**src/rtl/sw_pkg.sv**
```systemverilog
// sw_pkg: shared state encoding and BCD limits for the stopwatch time counter.
package sw_pkg;
  typedef enum logic [1:0] {IDLE = 2'd0, RUN = 2'd1, PAUSE = 2'd2, LAP_HOLD = 2'd3} state_t;
  localparam int BCD_W = 8;
  localparam int HS_MAX = 99;
  localparam int SEC_MAX = 59;
endpackage

```
**src/rtl/bcd_mod_counter.sv**
```systemverilog
// bcd_mod_counter: two-digit BCD counter that rolls over at MAX, with enable, sync clear and carry out.
module bcd_mod_counter
  import sw_pkg::*;
#(
  parameter int MAX = 99
) (
  input  logic             clk,
  input  logic             rst,
  input  logic             en,
  input  logic             clr,
  output logic [BCD_W-1:0] q,
  output logic             co
);
  localparam logic [BCD_W-1:0] MAX_BCD = {4'(MAX / 10), 4'(MAX % 10)};
  assign co = en && q == MAX_BCD;
  always_ff @(posedge clk)
    if (!rst || clr) q <= '0;
    else if (en) q <= co ? '0 : q[3:0] == 4'd9 ? {q[7:4] + 4'd1, 4'd0} : {q[7:4], q[3:0] + 4'd1};
endmodule

```
**src/rtl/sw_time_counter.sv**
```systemverilog
// sw_time_counter: stopwatch state machine, mm:ss.hh BCD count chain and lap latch.
module sw_time_counter
  import sw_pkg::*;
#(
  parameter int WRAP_MIN = 59
) (
  input  logic             clk,
  input  logic             rst,
  input  logic             tick_in,
  input  logic             btn_start,
  input  logic             btn_lap,
  input  logic             btn_clear,
  output logic             run_en,
  output logic [BCD_W-1:0] disp_min,
  output logic [BCD_W-1:0] disp_sec,
  output logic [BCD_W-1:0] disp_hs,
  output logic [1:0]       state_o,
  output logic             wrap
);
  state_t state, nxt;
  logic tick_q, tick_pulse, inc, clr, hs_co, sec_co, min_co;
  logic [BCD_W-1:0] hs, sec, mn, lap_hs, lap_sec, lap_min;
  assign tick_pulse = tick_in & ~tick_q;
  assign run_en = state == RUN || state == LAP_HOLD;
  // a start pulse wins the cycle, so a coincident tick is dropped
  assign inc = tick_pulse & run_en & ~btn_start;
  assign clr = state == PAUSE && btn_clear;
  assign state_o = state;
  always_comb begin
    nxt = state;
    if (clr) nxt = IDLE;
    else if (btn_start) nxt = (state == IDLE || state == PAUSE) ? RUN : PAUSE;
    else if (btn_lap) nxt = state == RUN ? LAP_HOLD : state == LAP_HOLD ? RUN : state;
  end
  always_ff @(posedge clk)
    if (!rst) begin
      state <= IDLE;
      tick_q <= 1'b0;
      wrap <= 1'b0;
      {lap_min, lap_sec, lap_hs} <= '0;
    end else begin
      state <= nxt;
      tick_q <= tick_in;
      wrap <= min_co;
      if (clr) {lap_min, lap_sec, lap_hs} <= '0;
      else if (nxt == LAP_HOLD && state != LAP_HOLD) {lap_min, lap_sec, lap_hs} <= {mn, sec, hs};
    end
  bcd_mod_counter #(.MAX(HS_MAX)) u_hs (.clk(clk), .rst(rst), .en(inc), .clr(clr), .q(hs), .co(hs_co));
  bcd_mod_counter #(.MAX(SEC_MAX)) u_sec (.clk(clk), .rst(rst), .en(hs_co), .clr(clr), .q(sec), .co(sec_co));
  bcd_mod_counter #(.MAX(WRAP_MIN)) u_min (.clk(clk), .rst(rst), .en(sec_co), .clr(clr), .q(mn), .co(min_co));
  assign {disp_min, disp_sec, disp_hs} = state == LAP_HOLD ? {lap_min, lap_sec, lap_hs} : {mn, sec, hs};
endmodule

```
**config.mk**
```make
export PLATFORM = sky130hd
export DESIGN_NAME = sw_time_counter
export DESIGN_NICKNAME = d
export VERILOG_FILES = /design/src/rtl/sw_pkg.sv /design/src/rtl/bcd_mod_counter.sv /design/src/rtl/sw_time_counter.sv
export SDC_FILE = /design/constraint.sdc
export NUM_CORES = 1
export LEC_CHECK = 0
export BUFFER_PORTS_ARGS = -buffer_cell sky130_fd_sc_hd__buf_2
export CORE_MARGIN = 8
export CORE_UTILIZATION = 25
export CTS_BUF_LIST = sky130_fd_sc_hd__clkbuf_2 sky130_fd_sc_hd__clkbuf_4 sky130_fd_sc_hd__clkbuf_8
export CTS_CLUSTER_DIAMETER = 40
export CTS_CLUSTER_SIZE = 10
export DETAILED_ROUTE_END_ITERATION = 6
export PLACE_DENSITY_LB_ADDON = 0.05
export SETUP_SLACK_MARGIN = 0.1
export SYNTH_ARGS = -nofsm -noshare
export SYNTH_HDL_FRONTEND = slang
export SYNTH_SLANG_ARGS = --single-unit
```
**constraint.sdc**
```tcl
create_clock -name clk -period 2.5 [get_ports clk]
set_clock_uncertainty 0.05 [all_clocks]
set_input_delay 0.25 -clock clk [delete_from_list [all_inputs] [get_ports clk]]
set_output_delay 0.25 -clock clk [all_outputs]
set_load 0.02 [all_outputs]
```
== Yosys cells after proc, flatten, opt, wreduce, memory -nomap -nowiden ==
Index checks and enable logic that the tools add are counted.

* Bitwise gates (word level): 6
* Mux-type cells: 13
* Add/subtract/negate cells: 6
* Reduce and logical (&&, ||, !) cells: 17
* Equality and inequality tests: 11

{| class="wikitable"
|+ Operators with widths
! kind !! count
|-
| two-way mux 8 bit || 6
|-
| adder 4 x 1 -> 4 bit (second input constant) || 6
|-
| two-way mux 24 bit || 1
|-
| == test 8 x 7 -> 1 bit (second input constant) || 2
|-
| == test 4 bit (second input constant) || 3
|-
| two-way mux 2 bit || 6
|-
| == test 8 bit (second input constant) || 1
|-
| == test 2 bit (second input constant) || 3
|-
| AND reduction 2 bit || 3
|-
| nonzero test 2 bit || 3
|-
| logical AND 1 bit || 5
|-
| AND 1 bit || 3
|-
| logical OR 1 bit || 3
|-
| inverter 1 bit || 3
|-
| == test 2 x 1 -> 1 bit (second input constant) || 1
|-
| zero test 2 bit || 1
|-
| inequality test 2 bit (second input constant) || 1
|-
| OR reduction 2 bit || 1
|-
| zero test 1 bit || 1
|}

* Bits of input ports: 6
* Output and inout bits: 28
* Register bits: 52
* Word-level logic and storage cells: 65

== Longest topological paths before layout ==
* Depth after elaboration: 9
* Mapped depth: 8
* Gate-level depth less buffers: 6

== Hierarchy ==
A second synthesis with hierarchy kept.

* Cells, all modules: 305
* Area total of the unflattened synthesis: 2852.7 um^2

{| class="wikitable"
|+ By module, submodules not included
! module !! times used !! cells an instance !! seq. area each (um^2) !! area an instance (um^2)
|-
| sw_time_counter || 1 || 159 || 560.5 || 1524.0
|-
| bcd_mod_counter (u_min ...) || 2 || 49 || 160.2 || 446.7
|-
| bcd_mod_counter (u_hs) || 1 || 48 || 160.2 || 435.4
|}

== Least setup slack after synthesis ==
OpenSTA, ideal clock, no wires.

* Path type: register to register
* Start: register state[0], in the netlist state_o[0]
* End: register u_sec.q[2]
* Data required time: 2380 ps
* Buffers on the path: 3
* Stages on the path, launching flop included: 9
* Data arrival time: 1963 ps
* Path slack: 417 ps
* Setup time: 70 ps
* Clock period less this slack: 2083 ps
* Cell sequence: dfxtp_1 -> ha_1 -> buf_2 -> or2_2 -> buf_2 -> nand4_1 -> buf_2 -> a2111o_1 -> a21oi_1

* Word-level cells in the longest chain between the ends: 7
* Elaborated cells on any way between the ends: 11
* Those cells by class: eq/ne (3); mux (1); bitwise (2); reduce/logical (5)

{| class="wikitable"
|+ Ends and longest elaborated chain
! item !! RTL line !! RTL
|-
| start: declaration || sw_time_counter.sv:20 || <nowiki>state_t state, nxt;</nowiki>
|-
| start signal: assignment || sw_time_counter.sv:42 || <nowiki>state <= nxt;</nowiki>
|-
| == test 2 x 1 -> 1 bit / == test 2 bit (equally long branches) || sw_time_counter.sv:24 || <nowiki>assign run_en = state == RUN || state == LAP_HOLD;</nowiki>
|-
| logical OR 1 bit (*) || sw_time_counter.sv:24 ||
|-
| named net run_en || sw_time_counter.sv:13 || <nowiki>output logic run_en,</nowiki>
|-
| AND 1 bit (*) (2 in a row) || sw_time_counter.sv:26 || <nowiki>assign inc = tick_pulse & run_en & ~btn_start;</nowiki>
|-
| logical AND 1 bit (*) || bcd_mod_counter.sv:15 || <nowiki>assign co = en && q == MAX_BCD;</nowiki>
|-
| logical AND 1 bit || bcd_mod_counter.sv:15 ||
|-
| two-way mux 8 bit || bcd_mod_counter.sv:18 || <nowiki>else if (en) q <= co ? '0 : q[3:0] == 4'd9 ? {q[7:4] + 4'd1, 4'd0} : {q[7:4], q[3:0] + 4'd1};</nowiki>
|-
| end signal: assignment || bcd_mod_counter.sv:18 ||
|-
| end: declaration || bcd_mod_counter.sv:11 || <nowiki>output logic [BCD_W-1:0] q,</nowiki>
|}

Mark *: on every way through the listed nets, which the timed path passes. The rest lies on a longest branch.
A chain may end at the register's enable or synchronous reset.

== Worst setup path after layout ==
* Start: register state[0], in the netlist state_o[0]
* End: output port disp_sec[7]

* Word-level cells in the longest chain between the ends: 2

{| class="wikitable"
|+ Ends and longest elaborated chain
! item !! RTL line !! RTL
|-
| == test 2 bit || sw_time_counter.sv:51 || <nowiki>assign {disp_min, disp_sec, disp_hs} = state == LAP_HOLD ? {lap_min, lap_sec, lap_hs} : {mn, sec, hs};</nowiki>
|-
| two-way mux 24 bit || sw_time_counter.sv:51 ||
|-
| end: declaration || sw_time_counter.sv:15 || <nowiki>output logic [BCD_W-1:0] disp_sec,</nowiki>
|}

Every way passes these cells.

==> key figures <==
Pwr
  • Leakage: 1.24 nW
  • PwrDens: 529 mW/mm²
  • Peak VDD IR: 199 µV

Global routing
  • Initial antenna violation count: 0
  • Vias in the first global route: 2457
  • Total global-route track usage: between 10% and 20%
  • Largest net degree at the start of global routing: 22
  • GR Overflow Total: 0
  • Global-route wire length before repair: about 13000 µm

STA
  • Final slew viol count: 0
  • Least-Margin Pin Slew: 0.469 ns
  • Setup TNS: 0 ns
  • Fmax: between 400 and 500 MHz
  • Final setup vio count: 0
  • Fin crit share: between 80 and 90%
  • Fin. Hold Viols: 0
  • Minimum clock period: about 2.1 ns
  • Setup slack after layout: 0.365 ns
  • RSZ-0062 raised after global routing: no
  • Worst relative slew slack: 68.7%

CTS
  • CTS buffer count: 5
  • Clock transition at path regs: 0.10 ns
  • Num Clock Sinks: 52
  • Htree depth: 2
  • CTS tree: done
  • CTS-repair resized insts: 0
  • Clock Root Buffer: clkbuf_8
  • Buffers from clock root to sink, at most: 2
  • Worst skew pair latency: 0.31 ns
  • CTS Hold Bufs: 0
  • Post CTS Setup Buffer Count: 0

Critical path
  • Endpoint type of the worst setup path: primary output
  • Req. time, crit path: 2.20 ns
  • Slowest stage cell, crit path: dfxtp_1
  • Crit path depth: 4
  • Worst Setup EP: disp_sec[7]
  • Cells along the critical path: ha_1 -> buf_4 -> mux2_2 -> buf_2
  • Bufs and invs on worst path: 2
  • Worst r2r dst: lap_min[2]
  • R2r setup slk: approximately 0.42 ns
  • Worst r2r path cells: 7
  • Max incr delay on CP: 0.44 ns
  • Family with the most delay on the worst path: buffers and inverters
  • CP startpoint: state_o[0]
  • Crit Reg-Reg Startpoint: state_o[0]
  • Setup Crit Path Kind: reg2out
  • Worst EP arrival: 1.84 ns
  • CP Max Fanout: 21
  • Startpoint Class: flip-flop

Synthesis
  • Synth Warn #: 0
  • Mean Syn Cell Area: 8.58 µm²
  • Adder-Cell Fraction of Synth Area: 7.29%
  • Yosys top cell area share: 37.9%
  • Synth async-reset ratio: 0%
  • Distinct cells, synth: 39
  • Synth top area cells: dfxtp_1 38%, ha_1 7.3%, mux2_2 7.0%
  • Flip-flop and latch count after synthesis: 52
  • Top_reg_cell synth: dfxtp_1
  • Combinational family with the most area after synthesis: simple AND/OR/NAND/NOR gates
  • Post-synthesis xor/xnor area fraction: less than 1%
  • Post-Synth Simple-Gate Area: 22.0%
  • Cell taking the most area after synthesis: dfxtp_1
  • Cells after Synth: 320
  • Synth top cells by count: 52 x dfxtp_1, 35 x o21ai_0, 30 x a21oi_1, 29 x nand2_1, 28 x nand3_1
  • Synth Cell Area: between 0.002 and 0.003 mm²
  • EDFF count, synth: 0
  • Post-synthesis sequential area ratio: 37.9%
  • Count leader, synth: dfxtp_1
  • Syn_nets: 342
  • Post-synthesis mux area share: between 10% and 20%
  • Synth Area in Compound Gates: 16.0%

Die
  • Ports: 34
  • Row count: 38
  • Die Y-Extent: roughly 120 µm
  • Die X: 121 µm
  • Initial core utilization: 25.4%
  • Core area: between 0.01 and 0.015 mm²
  • Die ar.: 0.0146 mm²

Placed design
  • Inst Count DP: 485
  • Global placement routability congestion: 0.709
  • Worst Setup Slack post-DPL: 0.435 ns
  • DP HPWL: 5570 µm
  • IO buf count: 33

Layout
  • Post-Layout Cell Count: around 490
  • # nets final: 374
  • ANT cells: 0
  • Layout area overhead: 16.8%
  • Share of layout cells above drive strength 1: 21.5%

Worst hold path
  • HP Class: in2reg

Flow run
  • Max_cap viols: 0

Status
  • Status: finished, final reports clean

Routing
  • Via density: 4.88
  • ANT nets after route: 0
  • DR pass1 iterations: 4
  • Detailed-route via count: 2408
  • # DRC: 0
  • Initial DRC count: ~100
  • Routed wire length: a little over 8000 µm
  • WL/cell: about 17 µm
## routing by layer
layer	track usage [%]	up-vias	part of all wire (%)
li1	-	1198	-
met3	2.56	8	4.4
met4	3.90	0	1.3
met1	15.7	1159	51
met5	0	-	0
met2	17.7	43	43
## sequential cells by signal (all words and copies together) (netlist names)
| name | flops |
|---|---|
| lap_min | 8 |
| lap_hs | 8 |
| u_hs.q | 8 |
| lap_sec | 8 |
| u_sec.q | 8 |
| state_o | 2 |
| wrap | 1 |
| u_min.q | 8 |
| tick_q | 1 |
## how the worst min path moves through the flow
stage               startpoint          to  slack, ns  cells after the start
floorplan              tick_in      tick_q       0.32                      1
global placement    lap_min[4]  lap_min[4]       0.39                      2
detailed placement  lap_min[4]  lap_min[4]       0.40                      2
CTS                    tick_in      tick_q        0.1                      2
global route           tick_in      tick_q       0.12                      2
finish                 tick_in      tick_q       0.10                      2
## placed cells by master (no fill, tap or decap), types with 5 or more instances in the layout
master | Yosys | routed
buf_4 | 0 | 12
or4_1 | 9 | 9
dfxtp_1 | 52 | 52
nand2_1 | 29 | 29
buf_2 | 4 | 33
inv_1 | 11 | 11
clkbuf_8 | 0 | 5
mux2i_1 | 14 | 14
ha_1 | 16 | 16
or3_1 | 9 | 9
nor2_1 | 14 | 14
nand3_1 | 28 | 28
mux2_2 | 17 | 17
a21oi_1 | 30 | 30
o21ai_0 | 35 | 35
and3b_1 | 5 | 5
## kinds of logic (layout without fill, tap and decap cells)
family,after synthesis,count (layout)
simple gates,111,111
fa+ha+maj,16,16
buf+inv,31,64
compound gates,78,78
xor+xnor,1,1
flops,52,52
mux,31,31
## final cells by class
class	count	area, µm²
Fill cell	1176	7590
Clock buffer	5	68.8
Clock inverter	3	42.5
Inverter	11	41.3
Timing Repair Buffer	45	255
Multi-Input combinational cell	237	1580
Tap cell	140	175
Sequential cell	52	1040
## report_power, final
group          switching [mW]  leakage [nW]  total [mW]  internal [mW]
Sequential            0.00736         0.419       0.841          0.833
Clock                   0.313        0.0541       0.610          0.297
Combinational           0.176         0.769       0.245         0.0692
## per-stage QoR
step / power (mW) / cell area (µm²) / hold slack [ns] / util (%)
after floorplan: 1.00 / 2750 / 0.322 / -
after global placement: 1.11 / 3090 / 0.391 / 28.7
after detailed placement: 1.11 / 3090 / 0.401 / 28.7
after CTS: 1.73 / 3210 / 0.0956 / 29.7
after global routing: 1.78 / 3210 / 0.116 / 29.7
final: 1.70 / 3210 / 0.102 / 29.7
Note: power is estimated with default switching activity, not from simulation.
